$ cat src/rtl/biquad_cascade_scheduler.sv
// Purpose : sequences one shared biquad MAC engine across NUM_BANDS cascaded EQ bands once per I2S frame.
// Latency : sample_valid follows frame_start by 1 + sum(band: 2 + engine latency, or 2 if bypassed) + 1 clk.
// Backpres: waits on eng_done per band; a frame edge arriving while busy is dropped and sets sticky overrun.
//
// Ports: clk/reset (sync, active-high); l_r_clk frame clock (async); sample_in, bypass in;
//        cfg_we/cfg_band/cfg_sel/cfg_data write the shadow coefficient bank, cfg_commit
//        requests a shadow->active copy at the next frame start; eng_* is the start/done
//        handshake plus operands to the MAC engine; sample_out/sample_valid/overrun out.
module biquad_cascade_scheduler #(
    parameter  int NUM_BANDS = 3,
    parameter  int W         = 16,
    localparam int BW        = (NUM_BANDS > 1) ? $clog2(NUM_BANDS) : 1
) (
    input  logic                 clk,
    input  logic                 reset,
    input  logic                 l_r_clk,
    input  logic [W-1:0]         sample_in,
    input  logic [NUM_BANDS-1:0] bypass,
    input  logic                 cfg_we,
    input  logic [BW-1:0]        cfg_band,
    input  logic [2:0]           cfg_sel,
    input  logic [W-1:0]         cfg_data,
    input  logic                 cfg_commit,
    output logic                 eng_start,
    output logic [W-1:0]         eng_x0,
    output logic [W-1:0]         eng_x1,
    output logic [W-1:0]         eng_x2,
    output logic [W-1:0]         eng_y1,
    output logic [W-1:0]         eng_y2,
    output logic [W-1:0]         eng_b0,
    output logic [W-1:0]         eng_b1,
    output logic [W-1:0]         eng_b2,
    output logic [W-1:0]         eng_a1,
    output logic [W-1:0]         eng_a2,
    input  logic                 eng_done,
    input  logic [W-1:0]         eng_y,
    output logic [W-1:0]         sample_out,
    output logic                 sample_valid,
    output logic                 overrun
);

    typedef enum logic [2:0] {S_IDLE, S_LOAD, S_WAIT, S_STORE, S_OUT} state_t;

    // One band's coefficients; element index equals cfg_sel: 0=b0 1=b1 2=b2 3=a1 4=a2.
    typedef logic [4:0][W-1:0] coef_t;

    localparam logic [W-1:0] UNITY    = {2'b01, {(W-2){1'b0}}};
    localparam coef_t        PASSTHRU = {{(4*W){1'b0}}, UNITY};

    state_t               state_q, state_d;
    logic [2:0]           lr_sync;
    logic                 frame_start;
    logic [BW-1:0]        k_q;
    logic                 last_band;
    logic [NUM_BANDS-1:0] byp_q;
    logic [W-1:0]         cur_q;
    logic [W-1:0]         result_q;
    logic                 commit_pending;
    logic                 cfg_ok;

    coef_t                shadow [NUM_BANDS];
    coef_t                active [NUM_BANDS];
    logic [W-1:0]         x1_q   [NUM_BANDS];
    logic [W-1:0]         x2_q   [NUM_BANDS];
    logic [W-1:0]         y1_q   [NUM_BANDS];
    logic [W-1:0]         y2_q   [NUM_BANDS];

    // lr_sync[1:0] is the two-flop synchronizer; lr_sync[2] is the edge-detect history.
    assign frame_start = lr_sync[1] & ~lr_sync[2];
    assign last_band   = (int'(k_q) == NUM_BANDS - 1);
    assign cfg_ok      = cfg_we && (int'(cfg_band) < NUM_BANDS) && (cfg_sel < 3'd5);

    always_ff @(posedge clk) begin
        if (reset) begin
            state_q <= S_IDLE;
        end else begin
            state_q <= state_d;
        end
    end

    always_comb begin
        state_d   = state_q;
        eng_start = 1'b0;
        eng_x0    = '0;
        eng_x1    = '0;
        eng_x2    = '0;
        eng_y1    = '0;
        eng_y2    = '0;
        eng_b0    = '0;
        eng_b1    = '0;
        eng_b2    = '0;
        eng_a1    = '0;
        eng_a2    = '0;
        case (state_q)
            S_IDLE:  if (frame_start) state_d = S_LOAD;
            S_LOAD: begin
                if (byp_q[k_q]) begin
                    state_d = S_STORE;
                end else begin
                    state_d   = S_WAIT;
                    eng_start = 1'b1;
                end
            end
            S_WAIT:  if (eng_done) state_d = S_STORE;
            S_STORE: state_d = last_band ? S_OUT : S_LOAD;
            S_OUT:   state_d = S_IDLE;
            default: state_d = S_IDLE;
        endcase
        // Operands come straight from registers that do not move until STORE,
        // so they stay stable for the whole engine operation.
        if (eng_start || state_q == S_WAIT) begin
            eng_x0 = cur_q;
            eng_x1 = x1_q[k_q];
            eng_x2 = x2_q[k_q];
            eng_y1 = y1_q[k_q];
            eng_y2 = y2_q[k_q];
            eng_b0 = active[k_q][0];
            eng_b1 = active[k_q][1];
            eng_b2 = active[k_q][2];
            eng_a1 = active[k_q][3];
            eng_a2 = active[k_q][4];
        end
    end

    always_ff @(posedge clk) begin
        if (reset) begin
            lr_sync        <= '0;
            k_q            <= '0;
            byp_q          <= '0;
            cur_q          <= '0;
            result_q       <= '0;
            commit_pending <= 1'b0;
            overrun        <= 1'b0;
            sample_out     <= '0;
            sample_valid   <= 1'b0;
            for (int b = 0; b < NUM_BANDS; b++) begin
                shadow[b] <= PASSTHRU;
                active[b] <= PASSTHRU;
                x1_q[b]   <= '0;
                x2_q[b]   <= '0;
                y1_q[b]   <= '0;
                y2_q[b]   <= '0;
            end
        end else begin
            lr_sync      <= {lr_sync[1:0], l_r_clk};
            sample_valid <= (state_q == S_OUT);

            if (cfg_commit) commit_pending <= 1'b1;
            if (cfg_ok) shadow[cfg_band][cfg_sel] <= cfg_data;
            if (frame_start && state_q != S_IDLE) overrun <= 1'b1;

            case (state_q)
                S_IDLE: begin
                    if (frame_start) begin
                        cur_q <= sample_in;
                        byp_q <= bypass;
                        k_q   <= '0;
                        // A commit in this same cycle still applies to this frame;
                        // the copy reads shadow before any same-cycle cfg write lands.
                        if (commit_pending || cfg_commit) begin
                            for (int b = 0; b < NUM_BANDS; b++) active[b] <= shadow[b];
                            commit_pending <= 1'b0;
                        end
                    end
                end
                S_LOAD: begin
                    if (byp_q[k_q]) result_q <= cur_q;
                end
                S_WAIT: begin
                    if (eng_done) result_q <= eng_y;
                end
                S_STORE: begin
                    if (!byp_q[k_q]) begin
                        x2_q[k_q] <= x1_q[k_q];
                        x1_q[k_q] <= cur_q;
                        y2_q[k_q] <= y1_q[k_q];
                        y1_q[k_q] <= result_q;
                    end
                    cur_q <= result_q;
                    if (!last_band) k_q <= k_q + BW'(1);
                end
                S_OUT: begin
                    sample_out <= cur_q;
                end
                default: ;
            endcase
        end
    end

endmodule

$ cat config.mk
export PLATFORM = sky130hd
export DESIGN_NAME = biquad_cascade_scheduler
export DESIGN_NICKNAME = d
export VERILOG_FILES = /design/src/rtl/biquad_cascade_scheduler.sv
export SDC_FILE = /design/constraint.sdc
export NUM_CORES = 1
export LEC_CHECK = 0
export ABC_CLOCK_PERIOD_IN_PS = 17250
export CORE_ASPECT_RATIO = 0.7
export CORE_UTILIZATION = 30
export DETAILED_ROUTE_END_ITERATION = 10
export SLEW_MARGIN = 20
export SYNTH_ARGS = -nofsm -noshare
export SYNTH_HDL_FRONTEND = slang
export SYNTH_SLANG_ARGS = --single-unit
$ cat constraint.sdc
create_clock -name clk -period 17.25 [get_ports clk]
set_input_delay 5.175 -clock clk [delete_from_list [all_inputs] [get_ports clk]]
set_output_delay 5.175 -clock clk [all_outputs]
set_load 0.01 [all_outputs]
After elaboration in Yosys (flattened, before gate mapping)
Memories as Yosys holds them, arrays and structs flattened. A register that Yosys moved wholly into a read port is not among the register bits.
Cells that the tools add are included.
{"block": "classes", "n_reduce_logical": 20, "mux": 74, "eq_ne": 9, "bitwise": 5, "magnitude_cmp": 5, "addsub": 1}
{"cell": "$mux 80", "count": 6}
{"cell": "$mux 16", "count": 18}
{"cell": "$reduce_or 80->1", "count": 1}
{"cell": "$pmux 16 s2", "count": 2}
{"cell": "$reduce_or 16->1", "count": 4}
{"cell": "$demux 16 s3", "count": 1}
{"cell": "$mux 2", "count": 17}
{"cell": "$mux 1", "count": 24}
{"cell": "$pmux 3 s4", "count": 1}
{"cell": "$mux 3", "count": 3}
{"cell": "$ne 2x2->1 const B", "count": 4}
{"cell": "$eq 3x2->1 const B", "count": 2}
{"cell": "$reduce_and 2->1", "count": 3}
{"cell": "$reduce_and 3->1", "count": 2}
{"cell": "$logic_and 1x1->1", "count": 4}
{"cell": "$lt 3x4->1 const B", "count": 1}
{"cell": "$pmux 2 s2", "count": 1}
{"cell": "$reduce_bool 2->1", "count": 2}
{"cell": "$eq 3x1->1 const B", "count": 1}
{"cell": "$eq 3x3->1 const B", "count": 1}
{"cell": "$ge 3x1->1 const B", "count": 1}
{"cell": "$logic_not 3->1", "count": 1}
{"cell": "$lt 2x3->1 const B", "count": 1}
{"cell": "$lt 3x3->1 const B", "count": 1}
{"cell": "9 further kinds", "count": 12}
{"block": "word_totals", "out_inout_bits": 179, "mem_count": 6, "input_bits": 62, "mem_bits_rw": 672, "word_cells": 130, "ff_bits": 62}
{"memory": "active", "depth": 3, "word_bits": 80, "rd": 1, "rd_ports_with_merged_regs": 1, "wr": 3, "line": "62", "rtl": "coef_t active [NUM_BANDS];"}
{"memory": "shadow", "depth": 3, "word_bits": 80, "rd": 3, "rd_ports_with_merged_regs": 0, "wr": 3, "line": "61", "rtl": "coef_t shadow [NUM_BANDS];"}
{"memory": "x1_q", "depth": 3, "word_bits": 16, "rd": 1, "rd_ports_with_merged_regs": 1, "wr": 3, "line": "63", "rtl": "logic [W-1:0] x1_q [NUM_BANDS];"}
{"memory": "x2_q", "depth": 3, "word_bits": 16, "rd": 1, "rd_ports_with_merged_regs": 1, "wr": 3, "line": "64", "rtl": "logic [W-1:0] x2_q [NUM_BANDS];"}
{"memory": "y1_q", "depth": 3, "word_bits": 16, "rd": 1, "rd_ports_with_merged_regs": 1, "wr": 3, "line": "65", "rtl": "logic [W-1:0] y1_q [NUM_BANDS];"}
{"memory": "y2_q", "depth": 3, "word_bits": 16, "rd": 1, "rd_ports_with_merged_regs": 1, "wr": 3, "line": "66", "rtl": "logic [W-1:0] y2_q [NUM_BANDS];"}

Depth between registers and ports, before layout
{"block": "depth", "ltp_word": 8, "ltp_mapped": 7, "mapped_depth_nobuf": 5}

Worst setup path after synthesis
Ideal clock, no wire load.
{"block": "synth_timing", "path_kind": "input to register", "start": "input port cfg_commit", "end": "memory active[0][0] (netlist name), enable pin", "slack_ps": 106, "setup_time_ps": 891, "stages": 2, "t_arrival_ps": 16253, "path_cell_list": "nor2_1 -> o21bai_1"}
{"item": "start, declared", "line": "23", "rtl": "input logic cfg_commit,"}
{"item": "end, declared", "line": "62"}

==> flow_summary.json <==
{
  "p_int_uw": 3324,
  "p_sw_uw": 985.0,
  "portBuffers": 240,
  "ant_nets": 0,
  "setup_viol": 0,
  "fp.dieW_um": 400.7,
  "synth_edf_count": 736,
  "grt_usage": 0.1509,
  "finalPower_uw": 4309,
  "ys_ff_latch": 800,
  "grt_setup_unrepaired": "no",
  "drt_pass1_iterations": 5,
  "dr_total_vias": 19110,
  "avgSynthCellArea_sq_um": 13.89,
  "layout_min_cycle_time_ns": 9.223,
  "grt_pass1_wl_um": 125700,
  "fin_setup_tns_ns": 0,
  "finalHoldViolations": 0,
  "critical_path_class": "reg2out",
  "grt_pass1_vias": 18450,
  "io_pins": 241,
  "fp.dieH_um": 281.1,
  "relSlewSlack": 0.2680,
  "antenna_found_initial": 10,
  "sequentialPowerShare": 0.518,
  "r2r_cells": 6,
  "core_area_sq_um": 109400,
  "place_congestion": 0.7612,
  "async_flop_share": 0,
  "hold_class": "reg2reg",
  "post-place-cells": 3968,
  "wl_per_cell_um": 21.06,
  "fin_util": 0.3651,
  "maxSlewViolCount": 0,
  "finalNonFillerCells": 4127,
  "overflow": 0,
  "netlist_instances": 2403,
  "clock_power_share": 0.411,
  "holdBufCountCts": 0,
  "cts_buffer_depth": 3,
  "vdd_drop_max_mv": 0.06169,
  "h-tree-depth": 3,
  "critPathMaxFanout": 48,
  "critPathArrivalTime_ns": 4.05,
  "die-area_sq_um": 112700,
  "drt_wl_total_um": 86930,
  "cts_setup_buffers": 0,
  "synth_warnings": 0,
  "cts_tree": "done",
  "grt_max_degree": 167,
  "cts_sinks": 800,
  "whs_ns": 0.4543,
  "clk_latency_ns": 0.62,
  "min_path_cells": 2,
  "clock_skew_ns": 0.02098,
  "syn_area_sq_um": 33390,
  "power.density_nw_per_um2": 107.8,
  "drive_gt1_frac": 0.09847,
  "max_freq_ghz": 0.1084,
  "yosysUniqueCellTypes": 43,
  "yosysSeqAreaShare": 0.7003,
  "vias_per_cell": 4.631,
  "cp-end-kind": "output pin",
  "post_cts_resized": 0,
  "syn_nets": 2469,
  "worst_pin_slew_ns": 1.098,
  "drc": 0,
  "ys.flop_type": "edfxtp_1",
  "drt_iter0_drc": 1608,
  "core.rowCount": 101,
  "start_util": 0.3051,
  "maxCapViolations": 0,
  "min_period_over_period": 0.5347,
  "critical_path_required_ns": 12.07,
  "swShare": 0.2286,
  "comb_power_share": 0.071,
  "power.leakage_uw": 0.01349,
  "area_growth_pct": 19.68,
  "status": "finished clean",
  "cts_root_buffer": "clkbuf_16",
  "nets": 2678,
  "numCtsBuffers": 84,
  "clk_pin_slew_ns": 0.06,
  "dp.final_hpwl_um": 51790,
  "critical_path.startpoint_type": "register"
}
[synth_stat cells, types with 2 or more instances]
cell,count,area [sq um]
nor2b_1,102,638.1
inv_1,2,7.510
and3_1,4,25.02
buf_1,3,11.26
nand2_1,113,424.2
nor3_1,5,25.02
buf_6,2,22.52
ha_1,4,50.05
nand2b_1,3,18.77
buf_2,31,155.2
clkbuf_1,94,352.8
a311oi_1,16,140.1
clkbuf_2,23,115.1
nor3b_2,2,25.02
nor3b_1,4,30.03
and2_1,481,3009
a21oi_1,102,510.5
mux2i_1,97,970.9
mux4_2,64,1441
or3_1,5,31.28
nor2_1,390,1464
buf_4,5,37.54
edfxtp_1,736,22100
mux2_4,10,150.1
dfxtp_1,64,1281
mux2_2,7,78.83
o21bai_1,13,97.59
or2_2,6,37.54
[flip-flops by register name (all words and copies together) (netlist names), 2 cells and up, named ones only]
register / cells
y1_q: 64
shadow: 240
result_q: 16
state_q: 3
x1_q: 64
sample_out: 16
x2_q: 64
k_q: 2
active: 240
y2_q: 64
byp_q: 3
lr_sync: 3
cur_q: 16
[placed cells by master (no fill, tap or decap), drive strengths merged]
cell type and instances:
xnor2 1, or3b 1, a311oi 16, clkbuf 109, ha 4, o21a 1
clkinvlp 3, nor2b 102, inv 6, nand2b 4, clkdlybuf4s50 239, o32ai 1
and2 481, mux4 64, and3 4, nand2 113, nor3b 6, buf 42
diode 4, nor3 7, nand4b 1, mux2 17, nor2 391, a21oi 103
and3b 1, nand3b 2, or3 5, dfxtp 64, o21bai 13, mux2i 97
or2 6, clkinv 36, edfxtp 736, a2111oi 1, bufinv 4
[path summary, 6_finish.rpt]
check | startpoint | endpoint | slack, ns
min reg2reg | sample_out[9] | sample_out[9] | 0.45
max | register | eng_b2[10] | 8.03
max reg2reg | state_q[2] | x1_q[0][1] | 13.20
min | sample_out[9] | sample_out[9] | 0.45
[through the flow]
stage / area [sq um] / worst slack, ns
after floorplan: 33390 / 0.1060
after global placement: 37270 / 8.590
after detailed placement: 37280 / 8.592
after CTS: 39950 / 7.904
after global routing: 39950 / 7.723
final: 39960 / 8.027
[layer usage]
layer,track usage,part of all wire,vias to the layer above
li1,-,-,8870
met5,0,0.00056,-
met1,0.2260,0.48,9644
met2,0.2240,0.44,483
met3,0.02299,0.052,108
met4,0.04448,0.022,8
[power by group through the flow]
| stage | clock [uW] | sequential (uW) | combinational (uW) |
|---|---|---|---|
| 6_report | 1770 | 2230 | 305 |
| 3_3_place_gp | 0 | 2270 | 310 |
| 2_1_floorplan | 0 | 2270 | 159 |
| 4_1_cts | 1810 | 2230 | 313 |
| 5_1_grt | 1890 | 2240 | 330 |
| 3_5_place_dp | 0 | 2270 | 311 |
[critical path, cell delays in order, from the launching register on]
cell and delay (ns):
dfxtp_4 0.54, buf_4 0.71, buf_4 0.85, mux2i_1 0.28, nor2_1 0.06, a21oi_1 0.25
nor2_1 0.09, clkdlybuf4s50_1 0.52
[cell type report]
cell class / count / area [sq um]
Antenna cell: 4 / 10.01
Clock buffer: 109 / 2316
Clock inverter: 46 / 351.6
Fill cell: 10420 / 69480
Inverter: 3 / 11.26
Multi-Input combinational cell: 1442 / 9341
Sequential cell: 800 / 23390
Tap cell: 1442 / 1804
Timing Repair Buffer: 281 / 2736
[logic make-up after synthesis]
logic type | count (synthesis) | synth area share
and+or+nand+nor | 1124 | 0.1743
DFF | 800 | 0.7003
muxes | 178 | 0.07911
buffers and inverters | 161 | 0.02113
AOI/OAI and AO/OA | 135 | 0.02342
adders and majority gates | 4 | 0.001499
xor gates and xnor gates | 1 | 0.0002624
Note: power is estimated with default switching activity, not from simulation.
